[config.mk]
export PLATFORM = sky130hd
export DESIGN_NAME = icap_stream_loader
export DESIGN_NICKNAME = d
export VERILOG_FILES = /design/src/rtl/icap_loader_pkg.sv /design/src/rtl/icap_stream_fifo.sv /design/src/rtl/icap_stream_loader.sv
export SDC_FILE = /design/constraint.sdc
export NUM_CORES = 1
export LEC_CHECK = 0
export BUFFER_PORTS_ARGS = -buffer_cell sky130_fd_sc_hd__buf_2
export CORE_MARGIN = 3
export CORE_UTILIZATION = 55
export DETAILED_ROUTE_END_ITERATION = 10
export GPL_ROUTABILITY_DRIVEN = 0
export PLACE_DENSITY = 0.73
export RECOVER_POWER = 50
export SETUP_SLACK_MARGIN = 0.02
export SLEW_MARGIN = 20
export SYNTH_ARGS = -nofsm -noshare
export SYNTH_HDL_FRONTEND = slang
export SYNTH_SLANG_ARGS = --single-unit
[constraint.sdc]
create_clock -name CLK -period 9.26 [get_ports CLK]
set_input_delay 0.463 -clock CLK [delete_from_list [all_inputs] [get_ports CLK]]
set_output_delay 0.463 -clock CLK [all_outputs]
set_load 0.005 [all_outputs]
[src/rtl/icap_loader_pkg.sv]
// icap_loader_pkg: shared definitions for the ICAP bitstream loader.
//   state_e           - loader state machine encoding
//   DefaultSyncWord   - pre-swap word that marks configuration sync
//   beats_per_word()  - number of ICAP beats needed for one 32-bit word
//   swap_bytes()      - bit-reverses each byte of a word in place
package icap_loader_pkg;

    typedef enum logic [1:0] {
        StIdle,
        StRun,
        StDrain,
        StFin
    } state_e;

    localparam logic [31:0] DefaultSyncWord = 32'hAA995566;

    function automatic int unsigned beats_per_word(input int unsigned width);
        case (width)
            8:       return 4;
            16:      return 2;
            default: return 1;
        endcase
    endfunction

    function automatic logic [31:0] swap_bytes(input logic [31:0] w);
        logic [31:0] r;
        r = '0;
        for (int i = 0; i < 4; i++) begin
            for (int b = 0; b < 8; b++) begin
                r[i*8 + b] = w[i*8 + 7 - b];
            end
        end
        return r;
    endfunction

endpackage

[src/rtl/icap_stream_fifo.sv]
// icap_stream_fifo: synchronous FIFO with a registered occupancy count.
//   clk_i / rst_i  - clock, synchronous active-high reset
//   push_i/wdata_i - write request and data (ignored while full)
//   pop_i          - read request (ignored while empty)
//   rdata_o        - head of the FIFO, valid while !empty_o
//   empty_o/full_o - decoded from the registered count only
module icap_stream_fifo #(
    parameter int unsigned Depth = 16,
    parameter int unsigned Width = 32
) (
    input  logic             clk_i,
    input  logic             rst_i,
    input  logic             push_i,
    input  logic [Width-1:0] wdata_i,
    input  logic             pop_i,
    output logic [Width-1:0] rdata_o,
    output logic             empty_o,
    output logic             full_o
);

    localparam int unsigned PtrW = (Depth > 1) ? $clog2(Depth) : 1;
    localparam logic [PtrW:0] DepthCnt = (PtrW + 1)'(Depth);

    logic [Width-1:0] mem_q [Depth];
    logic [PtrW-1:0]  wptr_q, wptr_d;
    logic [PtrW-1:0]  rptr_q, rptr_d;
    logic [PtrW:0]    count_q, count_d;
    logic             do_push;
    logic             do_pop;

    // Full/empty come from the registered count, so a pop while full does not
    // make room for a push in the same cycle.
    always_comb begin
        empty_o = (count_q == '0);
        full_o  = (count_q == DepthCnt);
        do_push = push_i && !full_o;
        do_pop  = pop_i && !empty_o;
        wptr_d  = do_push ? wptr_q + PtrW'(1) : wptr_q;
        rptr_d  = do_pop ? rptr_q + PtrW'(1) : rptr_q;
        count_d = count_q;
        if (do_push && !do_pop) begin
            count_d = count_q + (PtrW + 1)'(1);
        end else if (do_pop && !do_push) begin
            count_d = count_q - (PtrW + 1)'(1);
        end
        rdata_o = mem_q[rptr_q];
    end

    always_ff @(posedge clk_i) begin
        if (rst_i) begin
            wptr_q  <= '0;
            rptr_q  <= '0;
            count_q <= '0;
        end else begin
            wptr_q  <= wptr_d;
            rptr_q  <= rptr_d;
            count_q <= count_d;
        end
    end

    always_ff @(posedge clk_i) begin
        if (do_push) begin
            mem_q[wptr_q] <= wdata_i;
        end
    end

endmodule

[src/rtl/icap_stream_loader.sv]
// icap_stream_loader: buffers a 32-bit bitstream stream and serialises it onto
// an ICAP port of 8, 16 or 32 bits, tracking sync, completion and word count.
//   CLK, RST            - clock, synchronous active-high reset
//   START               - pulse that begins a load (honoured in IDLE/FIN only)
//   S_DATA/S_VALID/S_READY/S_LAST - input word stream, S_LAST marks final word
//   ICAP_CSIB/RDWRB/I   - ICAP write port, CSIB low on valid beats
//   BUSY/DONE/SYNCED/ERR - status; DONE, SYNCED, ERR are sticky until START
//   WORD_CNT            - words fully emitted since START
module icap_stream_loader
    import icap_loader_pkg::*;
#(
    parameter int unsigned ICAP_WIDTH = 32,
    parameter int unsigned FIFO_DEPTH = 16,
    parameter bit          BIT_SWAP   = 1'b1,
    parameter logic [31:0] SYNC_WORD  = DefaultSyncWord
) (
    input  logic        CLK,
    input  logic        RST,
    input  logic        START,
    input  logic [31:0] S_DATA,
    input  logic        S_VALID,
    output logic        S_READY,
    input  logic        S_LAST,
    output logic        ICAP_CSIB,
    output logic        ICAP_RDWRB,
    output logic [31:0] ICAP_I,
    output logic        BUSY,
    output logic        DONE,
    output logic        SYNCED,
    output logic        ERR,
    output logic [31:0] WORD_CNT
);

    if (ICAP_WIDTH != 8 && ICAP_WIDTH != 16 && ICAP_WIDTH != 32) begin : g_bad_width
        $fatal(1, "icap_stream_loader: ICAP_WIDTH must be 8, 16 or 32");
    end
    if (FIFO_DEPTH < 2 || (FIFO_DEPTH & (FIFO_DEPTH - 1)) != 0) begin : g_bad_depth
        $fatal(1, "icap_stream_loader: FIFO_DEPTH must be a power of 2 >= 2");
    end

    localparam int unsigned NumBeats = beats_per_word(ICAP_WIDTH);
    localparam logic [1:0]  LastBeat = 2'(NumBeats - 1);

    state_e      state_q, state_d;
    logic        done_q, done_d;
    logic        synced_q, synced_d;
    logic        err_q, err_d;
    logic [31:0] cnt_q, cnt_d;
    logic [31:0] ser_data_q, ser_data_d;
    logic [1:0]  beat_q, beat_d;
    logic        ser_valid_q, ser_valid_d;
    logic        ser_sync_q, ser_sync_d;

    logic        fifo_empty;
    logic        fifo_full;
    logic [31:0] fifo_rdata;
    logic        fifo_pop;
    logic        s_xfer;
    logic        last_beat;

    icap_stream_fifo #(
        .Depth (FIFO_DEPTH),
        .Width (32)
    ) u_fifo (
        .clk_i   (CLK),
        .rst_i   (RST),
        .push_i  (s_xfer),
        .wdata_i (S_DATA),
        .pop_i   (fifo_pop),
        .rdata_o (fifo_rdata),
        .empty_o (fifo_empty),
        .full_o  (fifo_full)
    );

    always_comb begin
        S_READY   = (state_q == StRun) && !fifo_full;
        s_xfer    = S_VALID && S_READY;
        last_beat = ser_valid_q && (beat_q == LastBeat);
        // Reload on the final beat keeps back-to-back words bubble-free.
        fifo_pop  = !fifo_empty && (!ser_valid_q || last_beat);

        state_d     = state_q;
        done_d      = done_q;
        synced_d    = synced_q;
        err_d       = err_q;
        cnt_d       = cnt_q;
        ser_data_d  = ser_data_q;
        beat_d      = beat_q;
        ser_valid_d = ser_valid_q;
        ser_sync_d  = ser_sync_q;

        if (ser_valid_q) begin
            if (last_beat) begin
                ser_valid_d = 1'b0;
                beat_d      = '0;
                cnt_d       = cnt_q + 32'd1;
                if (ser_sync_q) begin
                    synced_d = 1'b1;
                end
            end else begin
                beat_d     = beat_q + 2'd1;
                ser_data_d = ser_data_q << ICAP_WIDTH;
            end
        end

        if (fifo_pop) begin
            ser_valid_d = 1'b1;
            beat_d      = '0;
            ser_data_d  = BIT_SWAP ? swap_bytes(fifo_rdata) : fifo_rdata;
            // Sync is judged on the pre-swap word.
            ser_sync_d  = (fifo_rdata == SYNC_WORD);
        end

        unique case (state_q)
            StIdle, StFin: begin
                if (START) begin
                    state_d  = StRun;
                    done_d   = 1'b0;
                    synced_d = 1'b0;
                    err_d    = 1'b0;
                    cnt_d    = '0;
                end
            end
            StRun: begin
                if (s_xfer && S_LAST) begin
                    state_d = StDrain;
                end
            end
            StDrain: begin
                // Serializer is idle here, so synced_q is already final.
                if (fifo_empty && !ser_valid_q) begin
                    state_d = StFin;
                    done_d  = 1'b1;
                    err_d   = !synced_q;
                end
            end
            default: state_d = StIdle;
        endcase

        ICAP_CSIB  = !ser_valid_q;
        ICAP_RDWRB = 1'b0;
        ICAP_I     = ser_valid_q ? 32'(ser_data_q[31 -: ICAP_WIDTH]) : 32'h0;
        BUSY       = (state_q == StRun) || (state_q == StDrain);
        DONE       = done_q;
        SYNCED     = synced_q;
        ERR        = err_q;
        WORD_CNT   = cnt_q;
    end

    always_ff @(posedge CLK) begin
        if (RST) begin
            state_q     <= StIdle;
            done_q      <= 1'b0;
            synced_q    <= 1'b0;
            err_q       <= 1'b0;
            cnt_q       <= '0;
            ser_data_q  <= '0;
            beat_q      <= '0;
            ser_valid_q <= 1'b0;
            ser_sync_q  <= 1'b0;
        end else begin
            state_q     <= state_d;
            done_q      <= done_d;
            synced_q    <= synced_d;
            err_q       <= err_d;
            cnt_q       <= cnt_d;
            ser_data_q  <= ser_data_d;
            beat_q      <= beat_d;
            ser_valid_q <= ser_valid_d;
            ser_sync_q  <= ser_sync_d;
        end
    end

endmodule

==> out/results.tsv, run 1 <==
metric	value	unit
seq_area_frac_synth	73.8	%
post_drt_wl_per_cell	26.8	um
nets	1447	
antenna_found_initial	2	
core_area	41300	um2
power_density	270	nW/um2
io_buffers	106	
synth_edf_count	512	
crit_path_cell_trace	clkbuf_1 > nand3_1 > nor4_1 > or4b_4 > or3_4 > nor3_2 > xnor2_1 > nor2_1	
syn_inst	1268	
wl_met3	5020	um
clkTransAtPathRegs	0.06	ns
cts_max_path_buffers	3	
clk-insertion-delay-late	0.61	ns
ys_types	53	
setup-violations-final	0	
max_freq	224	MHz
startpoint_type	register	
hold_class	in2reg	
cpPeakStageDelay	1.55	ns
antenna_left	0	
period_needed	4.46	ns
final_hold_viol_count	0	
wl_met2	25400	um
drv_cap	1	
grt_pass1_vias	12400	
ctsHoldBuffers	0	
grt_overflow	0	
grt_pass1_wl	79200	um
start_util	56.4	%
dp_hpwl	27800	um
worst_pin_slew	2.18	ns
cp.arrival	4.92	ns
layout-drive-gt1-share	22.1	%
rsz0062_at_grt	false	
ys.flop_type	edfxtp_1	
end_kind	register	
fin_tns_setup	0	ns
p_leak	0.00854	uW
met1_length	21300	um
crit_type	reg2reg	
post_cts_resized	0	
drt_iter0_drc	1578	
status	complete, but fails checks	
violations	capacitance limit, slew limit	
rows	74	
dieArea	44800	um2
cp_data_required_time	9.72	ns
grt.total_usage	24.2	%
top_layer_used	met5	
power	7090	uW
remaining_drc_errors	0	
skew	0.0192	ns
num_vias	12300	
cts_tree	built	
async_flop_share	0	%
drt-total-wl	53100	um
slew_viol_final	41	
grt_max_degree	102	
relSlewSlack	-45.3	%
syn_area_per_cell	18.4	um2
cts_buffers	58	
dieWidth	212	um
cts.htree.levels	2	
syn_to_final_growth	13.1	%
ioPinCount	108	
finalCritPeriodShare	48.2	%
clkSinkCount	602	
dr.pass1.iters	5	
n_fill_cell	2828	
avgViaCountPerCell	6.24	
critPathMaxFanout	40	
post_cts_buffers	0	
cts_root_buffer	clkbuf_16	
peakVddDrop	192	uV
cp_slowest_cell	clkbuf_1	
syn_nets	1320	
yosysWarningCount	0	
syn_area	23300	um2
fp.dieH	212	um
synth-seq-cells	602	
final timing paths:
kind | from | end | slack [ns] | cells after the start
worst max-delay path | ser_valid_q | WORD_CNT[31] | 4.80 | 8
worst min-delay path | S_LAST | state_q[0] | 0.23 | 4
worst max register to register | ser_valid_q | WORD_CNT[31] | 4.80 | 8
worst min register to register | ser_data_q[26] | ser_data_q[26] | 0.46 | 2
synthesized netlist by cell type (2+ instances only):
cell type / number / share of area, %
ha_1: 14 / 0.75
and2_1: 33 / 0.89
a22oi_1: 87 / 2.8
nand2_1: 58 / 0.94
nand2b_1: 3 / 0.081
clkbuf_1: 34 / 0.55
o21ai_0: 12 / 0.26
a21oi_1: 23 / 0.49
nand3_1: 14 / 0.30
dfxtp_1: 90 / 7.7
nor4bb_1: 4 / 0.17
nor2b_1: 3 / 0.081
mux4_2: 127 / 12
nor4_1: 2 / 0.054
or3_1: 8 / 0.22
edfxtp_1: 512 / 66
buf_4: 4 / 0.13
nor3_1: 5 / 0.11
mux2i_1: 10 / 0.43
xnor2_1: 15 / 0.56
a21o_1: 2 / 0.065
and3_2: 3 / 0.097
buf_6: 11 / 0.53
nand4_1: 7 / 0.19
buf_1: 3 / 0.048
nor2_1: 103 / 1.7
inv_1: 22 / 0.35
buf_2: 13 / 0.28
xor2_1: 19 / 0.72
a31oi_1: 4 / 0.11
flip-flops by register name (all words and copies together) (netlist names), named ones only:
signal	flops
DONE	1
ERR	1
SYNCED	1
WORD_CNT	32
beat_q	2
ser_data_q	32
ser_sync_q	1
ser_valid_q	1
state_q	2
u_fifo.count_q	5
u_fifo.mem_q	512
u_fifo.rptr_q	4
u_fifo.wptr_q	4
cell usage in the layout (no fill, tap or decap), types with 10 or more instances in the layout:
cell,synthesis,routed
dfxtp_1,90,88
ha_1,14,14
mux2i_1,10,10
nand2_1,58,58
xor2_1,19,19
nor2_1,103,88
edfxtp_1,512,512
o21ai_0,12,12
a22oi_1,87,87
inv_1,22,22
a21oi_1,23,23
mux4_2,127,127
nor2_4,0,15
and2_1,33,19
xnor2_1,15,15
nand3_1,14,15
buf_4,4,24
clkbuf_16,0,59
buf_2,13,51
clkbuf_1,34,75
and2_0,0,14
final cells by class:
class | instances | area [um2] | share of cell area (%)
Timing Repair Buffer | 133 | 669 | 2.54
Antenna cell | 1 | 2.50 | 0.00951
Inverter | 22 | 82.6 | 0.314
Sequential cell | 602 | 17200 | 65.3
Tap cell | 532 | 666 | 2.53
Multi-Input combinational cell | 578 | 5770 | 21.9
Clock inverter | 31 | 377 | 1.43
Clock buffer | 79 | 1570 | 5.97
cell families after synthesis:
logic type / Yosys count / share of synthesized area (%)
simple gates: 255 / 5.34
mux: 137 / 12.7
compound gates: 136 / 4.04
xor+xnor: 34 / 1.28
buf+inv: 88 / 1.95
other cells: 1 / 0.0161
fa+ha+maj: 15 / 0.839
flops: 602 / 73.8
through the flow:
step                instances  hold WS, ns  util, %  cell area (um2)  worst slack (ns)
floorplan                1268        0.432        -            23300              5.01
global placement         1867        0.445     59.2            24500              5.50
detailed placement       1867        0.443     59.2            24500              5.45
CTS                      1977        0.191     64.0            26400              5.45
global route             1978        0.278     63.7            26300              4.34
finish                   1978        0.226     63.7            26300              4.80
power by group:
group / switching, uW / total, uW / leakage [uW] / internal, uW
clock network: 983 / 2400 / 0.000938 / 1410
logic: 799 / 1470 / 0.00226 / 673
registers: 152 / 3230 / 0.00534 / 3070
total: 1930 / 7090 / 0.00854 / 5160
worst max-delay path: cells and delay by family, from the launching register on:
family	cells	cell delay, ns
xor gates and xnor gates	1	0.14
buffers and inverters	1	1.55
DFF	1	0.32
and+or+nand+nor	6	2.31
routing by layer:
metal,up-vias,track usage (%)
met4,2,7.46
li1,5284,-
met2,594,38.8
met1,6364,34.1
met3,100,5.04
met5,-,0
Note: power is estimated with default switching activity, not from simulation.
==> inputs of run 2 (changes only) <==
==> constraint.sdc (replaced) <==
create_clock -name CLK -period 4.5 [get_ports CLK]
set_input_delay 0.225 -clock CLK [delete_from_list [all_inputs] [get_ports CLK]]
set_output_delay 0.225 -clock CLK [all_outputs]
set_load 0.005 [all_outputs]
==> run 2 against run 1 <==
- the run now ends clean
- first-iteration DRC count is 7.5% lower
- sequential power is 100% higher
- utilization is 1.3 points higher
- largest cell class unchanged
- critical endpoint is now u_fifo.mem_q[10][6]
- final cell count is 2.8% higher
- sequential share of layout area is 1.3 points lower
- critical path depth stayed put
- register-to-register slack worse by 3.9 ns
==> out/results.tsv, run 2 (same netlist as run 1, synthesis figures left out) <==
metric	value	unit
final_util	65.0	%
period_needed	3.60	ns
skew	0.0250	ns
end_kind	register	
ioPinCount	108	
final_cell_mix	edfxtp_1, mux4_2, nor2_1, dfxtp_1, a22oi_1	
max_freq	277	MHz
layout-drive-gt1-share	24.1	%
cts_tree	built	
setup-violations-final	0	
cp_slowest_cell	nor2_1	
syn_to_final_growth	15.4	%
peakVddDrop	363	uV
remaining_drc_errors	0	
cp_common_cell	inv_1	
crit_buf_inv	4	
dr.pass1.iters	5	
final_hold_viol_count	0	
dieWidth	212	um
wl_met3	4890	um
status	complete, no violations	
cp.arrival	3.85	ns
dieArea	44800	um2
met1_length	22100	um
worst_pin_slew	1.12	ns
antenna_left	0	
critPathTopFamily	buffers and inverters	
drv_cap	0	
clkTransAtPathRegs	0.06	ns
post_drt_wl_per_cell	26.7	um
avgViaCountPerCell	6.18	
top_register	u_fifo.mem_q	
grt_pass1_wl	81200	um
relSlewSlack	25.2	%
drt-total-wl	54200	um
critPathMaxFanout	25	
grt_max_degree	60	
n_fill_cell	2757	
antenna_found_initial	1	
rows	74	
clk-insertion-delay-late	0.63	ns
clkSinkCount	602	
io_buffers	106	
grt.total_usage	24.8	%
drt_iter0_drc	1460	
power_density	548	nW/um2
cts.htree.levels	2	
num_vias	12600	
cts_root_buffer	clkbuf_16	
grt_overflow	0	
startpoint_type	register	
hold_class	in2reg	
crit_type	reg2reg	
crit_path_cell_trace	inv_1 > ha_1 > inv_1 > a211oi_1 > clkbuf_1 > nand2_1 > nor2_1 > buf_4	
core_area	41300	um2
cp_data_required_time	4.74	ns
cts_buffers	58	
fin_tns_setup	0	ns
largest_register_ffs	512	
start_util	56.4	%
rsz0062_at_grt	false	
slew_viol_final	0	
nets	1503	
wl_met2	25900	um
layout_commonest_cell	edfxtp_1	
p_leak	0.00888	uW
fp.dieH	212	um
cpPeakStageDelay	0.91	ns
top_layer_used	met4	
grt_pass1_vias	12600	
finalCritPeriodShare	80.1	%
cts_max_path_buffers	3	
dp_hpwl	32100	um
n_antenna_cell	0	
[run 2: worst paths after layout]
kind	start	endpoint	slack [ns]	depth (start not counted)
setup / recovery	state_q[1]	u_fifo.mem_q[10][6]	0.90	8
hold / removal	S_VALID	state_q[0]	0.15	6
setup reg to reg	state_q[1]	u_fifo.mem_q[10][6]	0.90	8
hold reg to reg	ser_data_q[26]	ser_data_q[26]	0.49	2
[run 2: power breakdown]
part           internal (uW)  total (uW)  switching [uW]
Combinational           1460        3260            1800
Clock                   2840        4890            2060
Sequential              6320        6560             234
[run 2: layer usage]
layer  vias to the layer above  GRT usage (%)
met5                         -              0
met4                         0           7.78
met3                        87           4.80
met2                       644           39.3
met1                      6445           35.6
li1                       5398              -
[run 2: worst reg2reg max path, delay by kind of cell, from the launching register on]
family          cells  cell delay (ns)
buf+inv             4             1.22
flops               1             0.31
compound gates      1             0.31
simple gates        2             1.20
fa+ha+maj           1             0.17
[run 2: stage by stage]
step	worst slack, ns	area (um2)	instances	hold WS, ns	total power (uW)
3_5_place_dp	1.27	24700	1890	0.477	9920
6_report	0.896	26800	2033	0.150	14700
5_1_grt	0.804	26800	2033	0.180	15300
4_1_cts	1.24	26900	2033	0.00200	14800
3_3_place_gp	1.40	24700	1890	0.444	9870
2_1_floorplan	0.246	23300	1268	0.324	8930
[run 2: area by class of cell]
| class | count | area (um2) | area share (%) |
|---|---|---|---|
| clock buffers | 82 | 1680 | 6.27 |
| clock inverters | 28 | 259 | 0.965 |
| inverters | 22 | 82.6 | 0.308 |
| multi-input cells | 578 | 5750 | 21.4 |
| flip-flops and latches | 602 | 17200 | 64.0 |
| well taps | 532 | 666 | 2.48 |
| repair buffers | 189 | 1220 | 4.53 |
[run 2: timing repair]
item,CTS,global route
buffers inserted,0,0
endpoints found under the hold margin,498,0
hold buffers,33,0
resized for setup,0,0
==> inputs of run 3 (changes only) <==
--- a/config.mk
+++ b/config.mk
@@ -5,12 +5,13 @@
 export SDC_FILE = /design/constraint.sdc
 export NUM_CORES = 1
 export LEC_CHECK = 0
+export ABC_AREA = 1
 export BUFFER_PORTS_ARGS = -buffer_cell sky130_fd_sc_hd__buf_2
 export CORE_MARGIN = 3
 export CORE_UTILIZATION = 55
 export DETAILED_ROUTE_END_ITERATION = 10
 export GPL_ROUTABILITY_DRIVEN = 0
-export PLACE_DENSITY = 0.73
+export PLACE_DENSITY = 0.75
 export RECOVER_POWER = 50
 export SETUP_SLACK_MARGIN = 0.02
 export SLEW_MARGIN = 20
==> constraint.sdc (replaced) <==
create_clock -name CLK -period 2.95 [get_ports CLK]
set_input_delay 0.1475 -clock CLK [delete_from_list [all_inputs] [get_ports CLK]]
set_output_delay 0.1475 -clock CLK [all_outputs]
set_load 0.005 [all_outputs]
==> run 3 against run 2 <==
- utilization is 0.79 points lower
- critical path depth stayed put
- cell area rose by 6.5%
- synthesized area is 7.4% higher
- global-route usage is 1.2 points higher
- final cell count grew 54%
- first-iteration DRC count up 41%
- clock skew down 0.0020 ns
- critical endpoint is now u_fifo.mem_q[12][24]
- largest cell class unchanged
==> out/results.tsv, run 3 <==
metric	value	unit
place_inst	2982	
core_area	44500	um2
nets	2537	
dieArea	48000	um2
reg2reg_depth	8	
post_drt_wl_per_cell	20.0	um
async_flop_share	0	%
synthAdderAreaFrac	0.781	%
wl_met2	29900	um
synthTopCellsByCount	nand2_1, edfxtp_1, nor2_1, nand3_1, inv_1	
wl_met3	5800	um
worst_pin_slew	0.897	ns
final_cell_mix	nand2_1, edfxtp_1, nor2_1, nand3_1, inv_1	
cts_root_buffer	clkbuf_16	
cp_data_required_time	3.26	ns
grt.total_usage	26.0	%
clkPwrFrac	30.3	%
synth_edf_count	512	
stdcell_area	28600	um2
postPlaceCellArea	26500	um2
drt-total-wl	62600	um
grt_overflow	0	
finalCritPeriodShare	93.9	%
crit_type	reg2reg	
num_vias	17800	
cts_buffers	58	
rr_endpoint	u_fifo.mem_q[12][24]	
fin_tns_setup	0	ns
power_density	839	nW/um2
min_delay_path_depth	5	
slew_viol_final	0	
syn_area_per_cell	10.6	um2
layout-drive-gt1-share	7.70	%
syn_inst	2352	
top_register	u_fifo.mem_q	
critPathMaxFanout	11	
n_antenna_cell	0	
post_cts_buffers	0	
clkTransAtPathRegs	0.06	ns
setup-violations-final	0	
drt_iter0_drc	2052	
final_util	64.2	%
yosys.area.top_type	edfxtp_1	
end_kind	register	
dp_hpwl	35100	um
cts_max_path_buffers	3	
hold_class	in2reg	
rsz0062_at_grt	false	
muxShareOfSynthArea	0	%
fp.dieH	219	um
ioPinCount	108	
ys.flop_type	edfxtp_1	
layout_commonest_cell	nand2_1	
remaining_drc_errors	0	
largest_register_ffs	512	
start_util	56.2	%
top_layer_used	met4	
antenna_left	0	
hold_path.startpoint	S_VALID	
period_needed	2.77	ns
synth.top_cells.by_area	edfxtp_1, nand2_1, dfxtp_1, nand3_1, nor2_1	
synthXorXnorAreaFrac	0.666	%
drv_cap	0	
ys_types	33	
status	complete, no violations	
r2r_start	state_q[1]	
p_comb_share	28.2	%
pwr-share-seq	41.5	%
peakVddDrop	509	uV
synth_top_family_by_area	simple AND/OR/NAND/NOR gates	
relSlewSlack	40.2	%
skew	0.0230	ns
max_freq	361	MHz
cp.arrival	3.08	ns
synth-simple-area-share	17.8	%
syn_to_final_growth	14.3	%
dieWidth	219	um
syn_nets	2404	
cts.htree.levels	2	
ff2ff_setup_slack	0.18	ns
startpoint_type	register	
synth_compound_area_share	6.36	%
yosysMostFrequentCell	nand2_1	
final_hold_viol_count	0	
power	24000	uW
p_leak	0.0108	uW
p_sw_share	33.8	%
synth-seq-cells	602	
cts_tree	built	
yosysWarningCount	0	
rows	77	
grt_pass1_vias	17100	
p_switching	8090	uW
antenna_found_initial	0	
grt_max_degree	132	
avgViaCountPerCell	5.68	
n_fill_cell	3352	
met1_length	24700	um
whs_endpoint	u_fifo.count_q[0]	
clk-insertion-delay-late	0.63	ns
synth_top_area_share	61.5	%
power.internal	15900	uW
syn_area	25000	um2
seq_area_frac_synth	68.7	%
dr.pass1.iters	5	
io_buffers	106	
clkSinkCount	602	
final_cells	3125	
grt_pass1_wl	95200	um
==> run 3: worst max-delay path, stage by stage (launching register included) <==
cell and delay, ns:
dfxtp_1 0.33, inv_1 0.06, ha_1 0.19, nand2_1 0.09
nor2_1 0.14, clkbuf_1 0.33, nand2_1 0.34, nor2_4 0.59
buf_4 0.35
==> run 3: power groups by stage <==
| stage | Sequential, uW | Combinational [uW] | Clock (uW) |
|---|---|---|---|
| 3_5_place_dp | 10100 | 6590 | 0 |
| 4_1_cts | 9930 | 6710 | 7330 |
| 2_1_floorplan | 10000 | 4530 | 0 |
| 6_report | 9940 | 6760 | 7270 |
| 3_3_place_gp | 10100 | 6390 | 0 |
| 5_1_grt | 9970 | 7440 | 7680 |
==> run 3: cell families after synthesis <==
group	after synthesis
adder cells (fa/ha/maj)	15
AO/OA/AOI/OAI	287
other	1
AND/OR/NAND/NOR	1089
buffers and inverters	339
XOR/XNOR	19
flip-flops	602
==> run 3: area by class of cell <==
type	count	area (um2)	area share [%]
Timing Repair Buffer	197	1470	5.15
Clock inverter	36	293	1.02
Multi-Input combinational cell	1411	6510	22.8
Sequential cell	602	17200	60.1
Inverter	215	815	2.85
Tap cell	592	741	2.59
Clock buffer	72	1570	5.48
==> run 3: timing repair <==
action / CTS / global route
gates resized for setup: 0 / 0
endpoints found under the hold margin: 524 / 0
hold buffers: 35 / 0
==> run 3: through the flow <==
step                worst slack [ns]  hold slack, ns
floorplan                     0.0667           0.246
global placement               0.458           0.335
detailed placement             0.290           0.341
CTS                            0.269          0.0805
global route                  0.0999           0.135
finish                         0.180           0.102
==> run 3: metal layers <==
metal / up-vias / GRT usage (%)
met3: 159 / 4.44
met4: 0 / 10.6
li1: 8215 / -
met2: 898 / 42.2
met1: 8490 / 35.2
met5: - / 0
==> run 3: how the worst max path moves through the flow <==
stage	startpoint	endpoint	slack, ns	cells past startpoint
floorplan	state_q[1]	u_fifo.mem_q[11][0]	0.07	6
global placement	u_fifo.count_q[1]	u_fifo.count_q[4]	0.46	14
detailed placement	u_fifo.count_q[1]	u_fifo.count_q[4]	0.29	14
CTS	u_fifo.count_q[1]	u_fifo.count_q[4]	0.27	14
global route	u_fifo.count_q[0]	u_fifo.count_q[4]	0.1	14
finish	state_q[1]	u_fifo.mem_q[12][24]	0.18	8
